### config.mk
export PLATFORM = sky130hd
export DESIGN_NAME = ti_unmask_out
export DESIGN_NICKNAME = d
export VERILOG_FILES = /design/src/rtl/ti_unmask_out.sv
export SDC_FILE = /design/constraint.sdc
export NUM_CORES = 1
export LEC_CHECK = 0
export BUFFER_PORTS_ARGS = -buffer_cell sky130_fd_sc_hd__buf_4
export CAP_MARGIN = 20
export CORE_MARGIN = 2
export CORE_UTILIZATION = 52
export DETAILED_ROUTE_END_ITERATION = 6
export PLACE_DENSITY = 0.84
export SYNTH_ARGS = -nofsm -noshare
export SYNTH_HDL_FRONTEND = slang
export SYNTH_SLANG_ARGS = --single-unit
### constraint.sdc
create_clock -name CLK -period 1.45 [get_ports CLK]
set_input_delay 0.2175 -clock CLK [delete_from_list [all_inputs] [get_ports CLK]]
set_output_delay 0.2175 -clock CLK [all_outputs]
set_load 0.02 [all_outputs]
### src/rtl/ti_unmask_out.sv
// Output stage of the 2-share datapath: collects column share pairs, unmasks them in one registered XOR, holds the block for the host.
// Latency: last beat accepted -> Dvld high two cycles later; minimum block period NCOL+2 cycles.
// Backpressure: in_ready drops from UNMASK until Dack in HOLD; abort flushes everything.
module ti_unmask_out #(
    parameter int W    = 32,
    parameter int NCOL = 4
) (
    input  logic              CLK,
    input  logic              RSTn,
    input  logic              abort,
    input  logic              in_valid,
    output logic              in_ready,
    input  logic [W-1:0]      in_sh0,
    input  logic [W-1:0]      in_sh1,
    output logic [W*NCOL-1:0] Dout,
    output logic              Dvld,
    input  logic              Dack,
    output logic              busy
);

    localparam int CW = (NCOL > 1) ? $clog2(NCOL) : 1;
    localparam logic [CW-1:0] CNT_LAST = CW'(NCOL - 1);

    typedef enum logic [1:0] {
        COLLECT = 2'd0,
        UNMASK  = 2'd1,
        HOLD    = 2'd2
    } state_t;

    state_t state, state_nxt;

    logic [CW-1:0]            cnt;
    logic [CW-1:0]            slot;
    logic [NCOL-1:0][W-1:0]   sh0_reg;
    logic [NCOL-1:0][W-1:0]   sh1_reg;
    logic                     beat_acc;

    // Column 0 lands in the top slot so the packed XOR already has it at the MSBs.
    assign slot     = CNT_LAST - cnt;
    assign beat_acc = in_valid && in_ready && !abort;
    assign busy     = (cnt != '0) || (state != COLLECT);

    always_ff @(posedge CLK or negedge RSTn) begin
        if (!RSTn) begin
            state <= COLLECT;
        end else begin
            state <= state_nxt;
        end
    end

    always_comb begin
        state_nxt = state;
        in_ready  = 1'b0;
        case (state)
            COLLECT: begin
                in_ready = 1'b1;
                if (in_valid && (cnt == CNT_LAST)) begin
                    state_nxt = UNMASK;
                end
            end
            UNMASK: begin
                state_nxt = HOLD;
            end
            HOLD: begin
                if (Dack) begin
                    state_nxt = COLLECT;
                end
            end
            default: begin
                state_nxt = COLLECT;
            end
        endcase
        if (abort) begin
            state_nxt = COLLECT;
        end
    end

    // Shares stay in separate registers; the single recombination is the UNMASK update.
    always_ff @(posedge CLK or negedge RSTn) begin
        if (!RSTn) begin
            cnt     <= '0;
            sh0_reg <= '0;
            sh1_reg <= '0;
            Dout    <= '0;
            Dvld    <= 1'b0;
        end else if (abort) begin
            cnt     <= '0;
            sh0_reg <= '0;
            sh1_reg <= '0;
            Dout    <= '0;
            Dvld    <= 1'b0;
        end else begin
            case (state)
                COLLECT: begin
                    if (beat_acc) begin
                        sh0_reg[slot] <= in_sh0;
                        sh1_reg[slot] <= in_sh1;
                        cnt           <= (cnt == CNT_LAST) ? '0 : cnt + CW'(1);
                    end
                end
                UNMASK: begin
                    Dout    <= sh0_reg ^ sh1_reg;
                    sh0_reg <= '0;
                    sh1_reg <= '0;
                    Dvld    <= 1'b1;
                end
                HOLD: begin
                    if (Dack) begin
                        Dvld <= 1'b0;
                    end
                end
                default: begin
                    Dvld <= 1'b0;
                end
            endcase
        end
    end

endmodule
# Yosys cells after proc, flatten, opt, wreduce, memory -nomap -nowiden

Index checks and enable logic that the tools add are counted.

Word-level logic and storage cells: 65
Input bits: 69
Register bits: 389
Output and inout bits: 131

Muxes and demuxes: 24
Add/sub/neg operators: 2
Equality and inequality tests: 7
Reductions and logical operators: 17
Bitwise gates (word level): 1
Order comparisons: 2

Operators by type and width:

| operator            | count |
|---|---|
| $mux 128            | 6 |
| $pmux 128 s2        | 2 |
| $bwmux 128          | 2 |
| $xor 128x128->128   | 1 |
| $demux 32 s2        | 1 |
| $mux 32             | 1 |
| $mux 2              | 7 |
| $reduce_bool 2->1   | 5 |
| $ne 3x3->1 const B  | 3 |
| $reduce_and 2->1    | 4 |
| $pmux 2 s3          | 1 |
| $eq 2x2->1 const B  | 2 |
| $logic_and 1x1->1   | 4 |
| $lt 2x3->1 const B  | 1 |
| $mux 1              | 3 |
| $pmux 1 s3          | 1 |
| $reduce_bool 3->1   | 1 |
| $add 2x1->2 const B | 1 |
| $eq 2x1->1 const B  | 1 |
| $ge 2x1->1 const B  | 1 |
| $logic_not 2->1     | 1 |
| $ne 2x2->1 const B  | 1 |
| $sub 2x2->2 const A | 1 |
| $logic_not 1->1     | 1 |
| $logic_or 1x1->1    | 1 |

# Logic depth before layout (Yosys ltp)

Depth after elaboration: 9
Gate-level depth with buffers: 6

# Worst setup path before layout

Ideal clock, no wire load.

Kind: register -> register
Start: register cnt[0]
End: register sh0_reg[100] (netlist name)
Slack: -0.183 ns
Data arrival time: 1.568 ns
Required time: 1.385 ns
Cell stages (with the launch flop): 7
Path buffers: 1
Library setup time: 0.065 ns
Path through: dfrtp_1 -> inv_1 -> ha_1 -> a211o_1 -> nand2_1 -> clkbuf_1 -> a22o_1

Longest elaborated chain between the ends: 9
Elaborated cells between the ends (all ways): 10

Ends and longest elaborated chain:

| what                                                           | line | source |
|---|---|---|
| start: declaration                                             | 32   | `logic [CW-1:0] cnt;` |
| start signal: assignment                                       | 98   | `cnt <= (cnt == CNT_LAST) ? '0 : cnt + CW'(1);` |
| $sub 2x2->2 *                                                  | 39   | `assign slot = CNT_LAST - cnt;` |
| $lt 2x3->1 (implied by the code) or $ge 2x1->1 (tied branches) | 96   | `sh0_reg[slot] <= in_sh0;` |
| $logic_and 1x1->1 (implied by the code)                        | 96   |  |
| $mux 32 (implied by the code)                                  | 96   |  |
| $demux 32 s2 *                                                 | 96   |  |
| $bwmux 128 *                                                   | 96   |  |
| $mux 128 *                                                     | 95   | `if (beat_acc) begin` |
| $pmux 128 s2 *                                                 | 93   | `case (state)` |
| $mux 128 *                                                     | 86   | `end else if (abort) begin` |
| end signal: indexed assignment                                 | 96   |  |
| end: declaration                                               | 34   | `logic [NCOL-1:0][W-1:0] sh0_reg;` |

Every way passes the cells marked *; elsewhere a longest branch is shown, timed or not. The select of a mux whose other input is x is not followed.
A chain may end at the register's enable or synchronous reset.

# Final worst setup path

Start: register state[1]
End: register sh0_reg[37] (netlist name)

Longest elaborated chain between the ends: 6
Elaborated cells between the ends (all ways): 10

Ends and longest elaborated chain:

| what                            | line   | source |
|---|---|---|
| start: declaration              | 30     | `state_t state, state_nxt;` |
| start signal: assignment        | 47     | `state <= state_nxt;` |
| $logic_not 2->1                 | 54, 93 |  |
| $mux 1                          | 54     | `case (state)` |
| $logic_and 1x1->1 (2 in series) | 40     | `assign beat_acc = in_valid && in_ready && !abort;` |
| $ne 3x3->1 (no line)            | n/a    |  |
| $reduce_and 2->1 (no line)      | n/a    |  |

Several ways; a longest one is shown, not always the timed one.

==> metrics.md <==
| Metric | Value |
|---|---|
| Ys Warns | 0 |
| Via density per instance | ~6.7 |
| Final Slew Violations | 0 |
| Max H-tree Level | 2 |
| Combinational cell fraction of total power | 0.115 |
| Initial Utilization | 0.525 |
| Area grow syn2layout | 42.9% |
| Sw Pwr | between 6 and 7 mW |
| Slew margin rel. | 0.712 |
| Seq cells post-synth | 389 |
| Drt initial violations | roughly 1500 |
| Global placer's final weighted congestion | ~0.79 |
| Layout cells sized above 1 | 0.311 |
| Hold Violations, Final | 0 |
| Power Density | about 1100 mW/mm^2 |
| WS Path Type | flop to flop |
| Number of library cell types mapped by synthesis | 25 |
| Layout net count | between 1000 and 1500 |
| First-pass GRT wire length | between 70 and 80 mm |
| PnR worst setup slack | -329 ps |
| Startpoint types | flop |
| Hold WS | 75.4 ps |
| Antenna violations before repair | 0 |
| Clk slew on worst S/H paths | around 60 ps |
| Internal power | between 15 and 20 mW |
| Post-Syn Area per Cell | roughly 15 um^2 |
| Flop pwr share | 0.466 |
| Crit end category | flop |
| Diode count | 0 |
| CTS Buf Count | 40 |
| Total gr overflow | 0 |
| Root buffer cell | clkbuf_16 |
| CTS tree | yes |
| Worst-Margin Slew | roughly 430 ps |
| Worst Setup SP | state[1]$_DFFE_PN0P_ |
| Final period utilization | 1.23 |
| Met2 wire len | about 27 mm |
| Antenna viol nets, final | 0 |
| First-pass DRT Iterations | 5 |
| Max Cap Violations | 0 |
| Top Metal Used | met4 |
| Worst hold-check path type | primary input to flop |
| Cell area after synthesis | between 0.01 and 0.015 mm^2 |
| Crit path time final | ~1800 ps |
| Largest net degree at the start of global routing | around 70 |
| Die X | 174 um |
| Vias post-DR | 12100 |
| IO buf count | between 150 and 200 |
| Synth top area share | 0.650 |
| Core area | approximately 0.029 mm^2 |
| Met1 WL | ~20 mm |
| Synthesized Nets | 1091 |
| Failing checks | setup timing |
| Die area | slightly above 0.03 mm^2 |
| Worst VDD drop | 0.738 mV |
| DRC Markers | 0 |
| Lkg Pwr | between 10 and 15 nW |
| Fin area | around 0.021 mm^2 |
| Worst R2R Start | state[1]$_DFFE_PN0P_ |
| Post-synth top area cell | dfrtp_1 |
| Seq/Total Area, Yosys | 0.650 |
| Sw Ratio | 0.254 |
| TritonCTS Sinks | around 390 |
| Post-DP HPWL | approximately 23 mm |
| Top-Level Pins | 200 |
| Detail Route met3 WL | about 7 mm |
| Unrepaired setup endpoints after global routing | yes |
| Most frequent cells in the layout | 387 x dfrtp_1, 382 x a22o_1, 223 x buf_4 |
| Filler cell count | 1595 |
| Layout Skew | 20.4 ps |
| Number of cells produced by synthesis | between 1000 and 1500 |
| Die height | ~170 um |
| Placed inst area | 0.0172 mm^2 |
| Clk buf depth | 3 |
| Commonest non-fill, non-tap cell in the layout | dfrtp_1 |
| Clock Latency Late Sink | between 500 and 600 ps |
| Num rows | between 60 and 70 |
| Crit-path max FO | 7 |
| CP required | 1910 ps |
| WL final | approximately 58 mm |
| Critical Path AT | around 2200 ps |
| Wire length per cell | between 30 and 40 um |
| F_max | 0.562 GHz |
| Largest cells by area after synthesis | dfrtp_1 65%, a22o_1 22%, xor2_1 7.5% |
| Global Route Usage Sum | 0.303 |
| Final setup fails | 387 |
| Vias in the first global route | ~12000 |
| Hold Crit Start | Dack |
| Run status | finished, violations left |
| Clock share of power | 0.420 |
-- power by group through the flow --
stage / clock [mW] / combinational, mW / sequential, mW
global placement: 0 / 1.66 / 11.6
floorplan: 0 / 0.883 / 11.5
global route: 10.7 / 2.90 / 11.4
detailed placement: 0 / 1.71 / 11.6
CTS: 10.1 / 2.33 / 11.4
finish: 10.3 / 2.81 / 11.4
-- Yosys cell counts --
library cell,count
and2_1,1
buf_4,8
xnor2_1,1
nor2_2,2
buf_2,47
nor2b_4,1
xor2_1,128
mux2i_1,1
a21oi_1,1
or2b_1,1
a311oi_4,2
a211o_1,2
o221a_2,1
inv_1,3
nor3b_1,1
dfrtp_1,389
nand2_1,6
and3_1,1
buf_6,12
ha_1,4
or3_1,1
inv_2,1
a22o_1,384
clkbuf_1,13
nor2_1,7
-- worst paths after layout --
check                                      endpoint  depth (start not counted)  slack (ps)
max                         sh0_reg[37]$_DFFE_PN0P_                          6        -330
min                            state[1]$_DFFE_PN0P_                          4          80
max reg2reg                 sh0_reg[37]$_DFFE_PN0P_                          6        -330
min reg2reg                     Dout[9]$_DFFE_PN0P_                          1         510
max in group asynchronous   sh0_reg[73]$_DFFE_PN0P_                          3         500
min in group asynchronous  sh1_reg[101]$_DFFE_PN0P_                          2         180
-- per-layer routing --
metal	track usage	vias to the layer above
met2	0.496	1093
li1	-	4617
met4	0.119	0
met1	0.397	6123
met3	0.0680	294
met5	0	-
-- timing repair --
action,CTS,global route
resized for setup,50,70
hold buffers,65,0
endpoints found under the setup margin,380,389
endpoints found under the hold margin,480,0
cloned,23,42
pin swaps,74,36
buffers inserted,24,28
-- logic make-up (layout without fill, tap and decap cells) --
family                   Yosys count  in the layout  synth area share
AO/OA/AOI/OAI                    390            390             0.230
flip-flops                       389            389             0.650
XOR/XNOR                         129            129            0.0754
buffers and inverters             84            495            0.0330
AND/OR/NAND/NOR                   21             21           0.00727
adder cells (fa/ha/maj)            4              4           0.00334
multiplexers                       1              1          0.000668
-- through the flow --
step | total power, mW | cells | util | setup slack (ps) | TNS, ps
finish | 24.5 | 1813 | 0.749 | -329 | -93540
global route | 25.1 | 1813 | 0.749 | -338 | -95790
CTS | 23.8 | 1754 | 0.706 | -199 | -52200
detailed placement | 13.3 | 1570 | 0.603 | -137 | -23550
global placement | 13.2 | 1570 | 0.603 | -59.6 | -10210
floorplan | 12.4 | 1018 | - | -42.1 | -5060
-- layout make-up --
cell class,count,area [um^2],share of cell area
sequential,389,9740,0.455
multi-input combinational,545,4900,0.229
clock inverter,9,61.3,0.00287
timing repair buffer,419,4970,0.232
clock buffer,63,1230,0.0575
inverter,4,15.0,0.000702
tap,384,480,0.0225
-- worst max-delay path, cell delays in order, from the launching register on --
cell and delay, ps:
dfrtp_2 490, or3_4 390, nor2_4 240, buf_6 150
buf_8 140, clkbuf_16 150, a22o_1 160
Note: power is estimated with default switching activity, not from simulation.
